File: config.mk
export PLATFORM = sky130hd
export DESIGN_NAME = sub_drain
export DESIGN_NICKNAME = d
export VERILOG_FILES = /design/src/rtl/sub_drain_pkg.sv /design/src/rtl/sub_drain_round_ctr.sv /design/src/rtl/sub_drain.sv
export SDC_FILE = /design/constraint.sdc
export NUM_CORES = 1
export LEC_CHECK = 0
export ABC_AREA = 1
export BUFFER_PORTS_ARGS = -buffer_cell sky130_fd_sc_hd__buf_2
export CORE_MARGIN = 1
export CORE_UTILIZATION = 40
export DETAILED_ROUTE_END_ITERATION = 10
export PLACE_DENSITY_LB_ADDON = 0.15
export SYNTH_ARGS = -nofsm -noshare
export SYNTH_HDL_FRONTEND = slang
export SYNTH_SLANG_ARGS = --single-unit
File: constraint.sdc
create_clock -name clk -period 3.2 [get_ports clk]
set_input_delay 0.64 -clock clk [delete_from_list [all_inputs] [get_ports clk]]
set_output_delay 0.64 -clock clk [all_outputs]
set_load 0.005 [all_outputs]
File: src/rtl/sub_drain_pkg.sv
// Shared types and widths for the sub_drain countdown block.
package sub_drain_pkg;

  localparam int unsigned CNT_W = 6;
  localparam int unsigned TOT_W = 10;
  localparam logic [CNT_W-1:0] LIMIT_NUM_DEF = 6'd4;

  typedef enum logic [1:0] {
    ST_IDLE  = 2'd0,
    ST_RUN   = 2'd1,
    ST_PAUSE = 2'd2,
    ST_DONE  = 2'd3
  } state_t;

endpackage

File: src/rtl/sub_drain_round_ctr.sv
// In-round unit counter and completed-round counter for sub_drain.
module sub_drain_round_ctr
  import sub_drain_pkg::*;
#(
  parameter logic [CNT_W-1:0] LIMIT_NUM = LIMIT_NUM_DEF
) (
  input  logic             clk,
  input  logic             rst,
  input  logic             clear,
  input  logic             restart,
  input  logic             step,
  input  logic             end_round,
  input  logic [CNT_W-1:0] max_num,
  output logic [CNT_W-1:0] now_num,
  output logic [CNT_W-1:0] flag,
  output logic             round_end,
  output logic             limit_hit
);

  // A round is over once its quota is used or the round budget is spent.
  always_comb begin
    round_end = !((now_num < max_num) && (flag < LIMIT_NUM));
    limit_hit = (flag + CNT_W'(1)) == LIMIT_NUM;
  end

  always_ff @(posedge clk or posedge rst) begin
    if (rst) begin
      now_num <= '0;
      flag    <= '0;
    end else if (clear) begin
      now_num <= '0;
      flag    <= '0;
    end else if (restart) begin
      now_num <= '0;
    end else if (end_round) begin
      now_num <= '0;
      flag    <= flag + CNT_W'(1);
    end else if (step) begin
      now_num <= now_num + CNT_W'(1);
    end
  end

endmodule

File: src/rtl/sub_drain.sv
// Countdown drain of a loaded total in bounded rounds.
// Optional round_done pulse output is enabled by SUB_DRAIN_ROUND_PULSE_EN.
module sub_drain
  import sub_drain_pkg::*;
#(
  parameter logic [CNT_W-1:0] LIMIT_NUM = LIMIT_NUM_DEF
) (
  input  logic             clk,
  input  logic             rst,
  input  logic             control,
  input  logic             judge,
  input  logic             load,
  input  logic [TOT_W-1:0] load_num,
  input  logic [CNT_W-1:0] max_num,
  output logic [TOT_W-1:0] left_num,
  output logic [CNT_W-1:0] now_num,
  output logic [CNT_W-1:0] flag,
  output logic             busy,
  output logic             done,
`ifdef SUB_DRAIN_ROUND_PULSE_EN
  output logic             round_done,
`endif
  output logic             empty
);

  state_t state, nxt;
  logic   accept, clr, restart, step, end_round, running;
  logic   round_end, limit_hit;

  // Control decode; clear (control low) wins over everything but rst.
  always_comb begin
    running   = (state == ST_RUN) && judge;
    accept    = control && load && ((state == ST_IDLE) || (state == ST_DONE));
    clr       = !control || accept;
    restart   = control && !judge && ((state == ST_RUN) || (state == ST_PAUSE));
    step      = control && running && !round_end;
    end_round = control && running && round_end;
    nxt       = state;
    if (!control) begin
      nxt = ST_IDLE;
    end else begin
      case (state)
        ST_IDLE, ST_DONE: if (load) nxt = (load_num == '0) ? ST_DONE : ST_RUN;
        ST_RUN: begin
          if (!judge)                                  nxt = ST_PAUSE;
          else if (step && (left_num == TOT_W'(1)))    nxt = ST_DONE;
          else if (end_round && limit_hit)             nxt = ST_DONE;
        end
        ST_PAUSE: if (judge) nxt = ST_RUN;
        default:  nxt = ST_IDLE;
      endcase
    end
  end

  always_ff @(posedge clk or posedge rst) begin
    if (rst) begin
      state    <= ST_IDLE;
      left_num <= '0;
      busy     <= 1'b0;
      done     <= 1'b0;
    end else begin
      state <= nxt;
      busy  <= (nxt == ST_RUN) || (nxt == ST_PAUSE);
      done  <= (nxt == ST_DONE);
      if (!control)  left_num <= '0;
      else if (accept) left_num <= load_num;
      else if (step)   left_num <= left_num - TOT_W'(1);
    end
  end

`ifdef SUB_DRAIN_ROUND_PULSE_EN
  always_ff @(posedge clk or posedge rst) begin
    if (rst) round_done <= 1'b0;
    else     round_done <= end_round;
  end
`endif

  assign empty = (left_num == '0);

  sub_drain_round_ctr #(.LIMIT_NUM(LIMIT_NUM)) u_round_ctr (
    .clk       (clk),
    .rst       (rst),
    .clear     (clr),
    .restart   (restart),
    .step      (step),
    .end_round (end_round),
    .max_num   (max_num),
    .now_num   (now_num),
    .flag      (flag),
    .round_end (round_end),
    .limit_hit (limit_hit)
  );

endmodule

* Word-level counts from Yosys, hierarchy flattened
Index checks and enable logic that the tools add are counted.
** Word-level totals
- Register bits :: 26
- Logic and storage cells :: 64
- Output and inout port bits :: 25
- Input port bits :: 21
** Operators by class
- Add/sub/neg operators :: 3
- Reductions and logical operators :: 25
- Magnitude comparators :: 2
- Equality and inequality tests :: 10
- Multiplexer cells :: 18
** Operator list (number)
- 6-bit 2-to-1 mux :: 7
- 10-bit 2-to-1 mux :: 3
- 10-bit logical NOT :: 2
- 2-bit 2-to-1 mux :: 7
- 6-bit by 1-bit adder with 6-bit output, second input constant :: 2
- 1-bit logical AND :: 11
- 10-bit by 1-bit equality test with 1-bit output, second input constant :: 1
- 10-bit by 1-bit subtractor with 10-bit output, second input constant :: 1
- 2-bit equality test, second input constant :: 4
- 6-bit by 3-bit equality test with 1-bit output, second input constant :: 1
- 6-bit by 3-bit < comparator with 1-bit output, second input constant :: 1
- 6-bit < comparator :: 1
- 2-bit one-hot mux with 3 select lines :: 1
- 2-bit by 1-bit equality test with 1-bit output, second input constant :: 2
- 1-bit logical OR :: 4
- 4-bit nonzero test :: 1
- 1-bit logical NOT :: 3
- 3-bit by 1-bit != test with 1-bit output, second input constant :: 1
- 2-bit logical NOT :: 1
- 2-bit != test, second input constant :: 1
- 2-bit AND reduction :: 1
- 2-bit nonzero test :: 1
- 2-bit OR reduction :: 1

* Logic depth before layout (Yosys ltp)
- Depth in word-level cells :: 12
- Gate-level depth with buffers :: 13
- Gate-level depth less buffers :: 13

* Modules after synthesis
Synthesis repeated with hierarchy kept, for this count alone.
** Unflattened totals
- Cell total of the unflattened synthesis :: 269
- Area total of the unflattened synthesis :: 1943.1 sq um
** Modules (own cells, without submodules)
- sub_drain :: seq. area each 350.3 sq um, area each 1094.8 sq um, cells each 157, times used 1
- sub_drain_round_ctr :: seq. area each 300.3 sq um, area each 848.3 sq um, cells each 112, times used 1

* Least setup slack after synthesis
OpenSTA, ideal clock, no wires.
- Path type :: input to register
- Start point :: in max_num[5]
- End point :: reg busy
- Data arrival time :: 2.033 ns
- Stages on the path :: 12
- Setup time :: 0.126 ns
- Buffers on the path :: 0
- Path slack :: 1.041 ns
- Data required time :: 3.074 ns
- Cell sequence :: inv_1 ha_1 nand2_1 nand2_1 nor2_2 nand2_2 nor2_4 nand3_1 nand3_1 nand2_1 a21oi_1 ha_1
** On the way
- Cells in the longest elaborated chain, start to end :: 12
- Elaborated cells on any way between the ends :: 15
- Classes of those cells :: order compare (1); eq/ne (2); mux (5); reduce/logical (7)
** Ends and longest elaborated chain
- start: declaration :: line sub_drain.sv:14 : input logic [CNT_W-1:0] max_num,
- 6-bit < comparator * :: line sub_drain_round_ctr.sv:22 : round_end = !((now_num < max_num) && (flag < LIMIT_NUM));
- 1-bit logical AND * :: line sub_drain_round_ctr.sv:22
- 1-bit logical NOT :: line sub_drain_round_ctr.sv:22
- 1-bit logical AND :: line sub_drain.sv:37 : end_round = control && running && round_end;
- 1-bit logical AND :: line sub_drain.sv:47 : else if (end_round && limit_hit) nxt = ST_DONE;
- 2-bit 2-to-1 mux :: line sub_drain.sv:47
- 2-bit 2-to-1 mux * :: line sub_drain.sv:46 : else if (step && (left_num == TOT_W'(1))) nxt = ST_DONE;
- 2-bit 2-to-1 mux * :: line sub_drain.sv:45 : if (!judge) nxt = ST_PAUSE;
- 2-bit one-hot mux with 3 select lines * :: line sub_drain.sv:42 : case (state)
- 2-bit 2-to-1 mux * :: line sub_drain.sv:39 : if (!control) begin
- net nxt[0] :: line sub_drain.sv:26 : state_t state, nxt;
- 2-bit by 1-bit equality test with 1-bit output / 2-bit equality test (equally long branches) :: line sub_drain.sv:63 : busy <= (nxt == ST_RUN) || (nxt == ST_PAUSE);
- 1-bit logical OR * :: line sub_drain.sv:63
- end signal: assignment :: line sub_drain.sv:63
- end: declaration :: line sub_drain.sv:18 : output logic busy,
Mark *: on every way through the listed nets, which the timed path passes. The rest lies on a longest branch.
A chain may end at the register's enable or synchronous reset.

* Final worst setup path
Ends and elaborated chain as after synthesis.

==> results.toml <==
[drt]
viasPerCell = 4.96
post_drt_wl_per_cell_um = 11.8
postRouteAntennaNets = 0
drtIter0Drc = 85
wirelength_um = 4000
vias = 1680
drt_pass1_iterations = 4
route.detailed.drc = 0

[synth]
yosys-top-cells-area = "dfrtp_1 36%, nand2_1 10%, ha_1 8.9%"
ys_seq_area_share_pct = 35.6
syn_nets = 272
ys_ff_latch = 26
syn_inst = 238
synthDistinctLibCells = 33
synth_largest_type_area_fraction_pct = 35.6
yosysWarnings = 0
yosysTopAreaCell = "dfrtp_1"
avgSynthCellArea_um2 = 7.68
syn-cell-area_mm2 = 0.00183

[clocking]
clkSlewWorstSetupHoldPaths_ns = 0.09
cts_hold_buf = 0
cts_resized = 0
clock_latency_ns = 0.27
post_cts_buffers = 0
cts_made_buffers = 3
clock-sinks = 26
cts_root_buf = "clkbuf_8"
clockBufferDepth = 2
cts_tree = "done"
htreeDepth = 1

[critical_path]
slowest_delay_ns = 0.29
path_common_cell = "nand2_1"
worst-path-buf-inv = 2
cp_top_family = "simple AND/OR/NAND/NOR gates"
crit_chain = "buf_2 > inv_1 > ha_1 > nand2_1 > nand2_1 > nor2_2 > nand2_2 > nor2_4 > nand3_1 > nand3_1 > nand2_1 > a21oi_1 > ha_1"
crit_arrival_ns = 2.25
critPathSlowestCell = "ha_1"
crit_required_ns = 3.36
startpoint_type = "primary input"
crit_path_max_fanout = 5
cp-end-kind = "flip-flop"
critPathKind = "in -> reg"

[cells_and_area]
drive_gt1_share_pct = 25.4
antenna_cells = 0
final_area_mm2 = 0.00218
final_cell_mix = "49 x nand2_1, 45 x buf_2, 36 x inv_1, 26 x dfrtp_1, 20 x nand3_1"
mostFrequentLayoutCell = "nand2_1"
area_growth_pct = 19.1
finish.net_count = 322

[die]
core-area_mm2 = 0.00438
die_x_um = 69.6
std_cell_rows = 24
io_pins = 46
die_y_um = 69.6
die-area_mm2 = 0.00484
initial_core_util_pct = 41.7

[power]
peakVddDrop_mv = 0.313
power.leakage_nw = 1.18
p_per_area_mw_per_mm2 = 621

[place]
gp_congestion = 0.828
pre_cts_slack_ns = 0.809
place_area_mm2 = 0.00212
portBuffers = 45
dp_hpwl_um = 3120

[grt]
grt_max_degree = 20
antenna_found_initial = 0
grt_usage_pct = 17.4
grt_pass1_vias = 1559
grt_overflow = 0
grt_pass1_wl_um = 6890

[sta]
fmax_ghz = 0.477
slew_viol_final = 0
post-route-period-util_pct = 65.6
setup_viol = 0
rsz0062_at_grt = "no"
tightest_slew_ns = 0.743
finalWorstPathRequiredPeriod_ns = 2.10
fin_skew_ns = 0.00372
relSlewSlack_pct = 50.4
tns_ns = 0
final.setup.worst_slack_ns = 1.10
finalHoldViolCount = 0

[job]
maxCapViolations = 0

[outcome]
status = "complete, no violations"

[min_path]
hp-class = "in -> async"
==> Yosys cell counts <==
cell type and count:
nor4_1 1, mux2i_1 3, nand2_2 4, nor2_1 14, o21ai_1 5, o21ai_2 1
dfrtp_1 26, ha_1 13, and2_1 1, nand3_1 20, or2_2 1, o22ai_1 11
o31ai_1 1, nand3_2 1, o21ai_0 7, inv_4 1, clkbuf_1 1, a22oi_1 2
nand2_4 2, o211ai_1 1, nor4b_1 1, nor3_1 5, nand4_1 1, xor2_1 7
inv_1 36, clkinv_4 1, xnor2_1 1, nor2_2 3, nand2_1 49, nor2_4 5
o2111ai_1 1, inv_2 4, a21oi_1 8
==> stage by stage <==
step                      utilization [%]  std cells  hold WS, ns  total power, mW
final                                49.6        339        0.486             1.35
after global routing                 49.6        339        0.552             1.49
after CTS                            49.6        339        0.511             1.36
after detailed placement             48.4        335        0.552             1.14
after global placement               48.4        335        0.558             1.14
after floorplan                         -        238        0.530            0.951
==> registers in the layout (all words and copies together), names as in the netlist <==
name / count
done: 1
busy: 1
u_round_ctr.flag: 6
u_round_ctr.now_num: 6
state: 2
left_num: 10
==> layer usage <==
| metal | wire length, µm | vias up | part of all wire [%] | track usage, % |
|---|---|---|---|---|
| li1 | - | 883 | - | - |
| met1 | 1890 | 759 | 47 | 23.9 |
| met2 | 1950 | 36 | 49 | 30.0 |
| met3 | 125 | 2 | 3.1 | 1.31 |
| met4 | 25 | 0 | 0.63 | 4.08 |
| met5 | 0 | - | 0 | 0 |
==> logic make-up (layout without fill, tap and decap cells) <==
family / Yosys count / in the layout / synth area share (%)
AND/OR/NAND/NOR: 108 / 108 / 28.9
buffers and inverters: 43 / 92 / 9.25
AO/OA/AOI/OAI: 37 / 37 / 11.8
flip-flops: 26 / 26 / 35.6
adder cells (fa/ha/maj): 13 / 13 / 8.90
XOR/XNOR: 8 / 8 / 3.84
multiplexers: 3 / 3 / 1.64
==> power breakdown <==
| group | leakage (nW) | total (mW) | internal, mW | switching [mW] |
|---|---|---|---|---|
| Clock | 0.0288 | 0.212 | 0.110 | 0.102 |
| Sequential | 0.351 | 0.473 | 0.401 | 0.0722 |
| Combinational | 0.805 | 0.665 | 0.266 | 0.399 |
==> final cells by class <==
class,count,area (µm²)
inverters,42,165
fillers,462,2210
flip-flops and latches,26,651
repair buffers,46,233
well taps,52,65.1
clock buffers,4,55.1
multi-input cells,169,1010
==> worst register-to-register path: stages (launching register included) <==
cell,delay [ns]
dfrtp_1,0.38
inv_1,0.09
ha_1,0.35
nand3_2,0.25
clkinv_4,0.15
nor2_4,0.17
nand2_2,0.09
nor2_4,0.14
inv_4,0.06
nand2_2,0.06
xor2_1,0.15
nor2_1,0.05
==> path summary, 6_finish.rpt <==
check	startpoint	endpoint	slack, ns	cells past startpoint
setup / recovery	max_num[5]	busy	1.10	13
hold / removal	rst	left_num[5]	0.49	2
setup reg to reg	state[0]	u_round_ctr.now_num[5]	1.16	11
hold reg to reg	left_num[9]	left_num[9]	0.58	2
max in group asynchronous	rst	u_round_ctr.now_num[3]	2.11	3
min in group clk	left_num[9]	left_num[9]	0.58	2
Power figures use the tool's default switching activity.
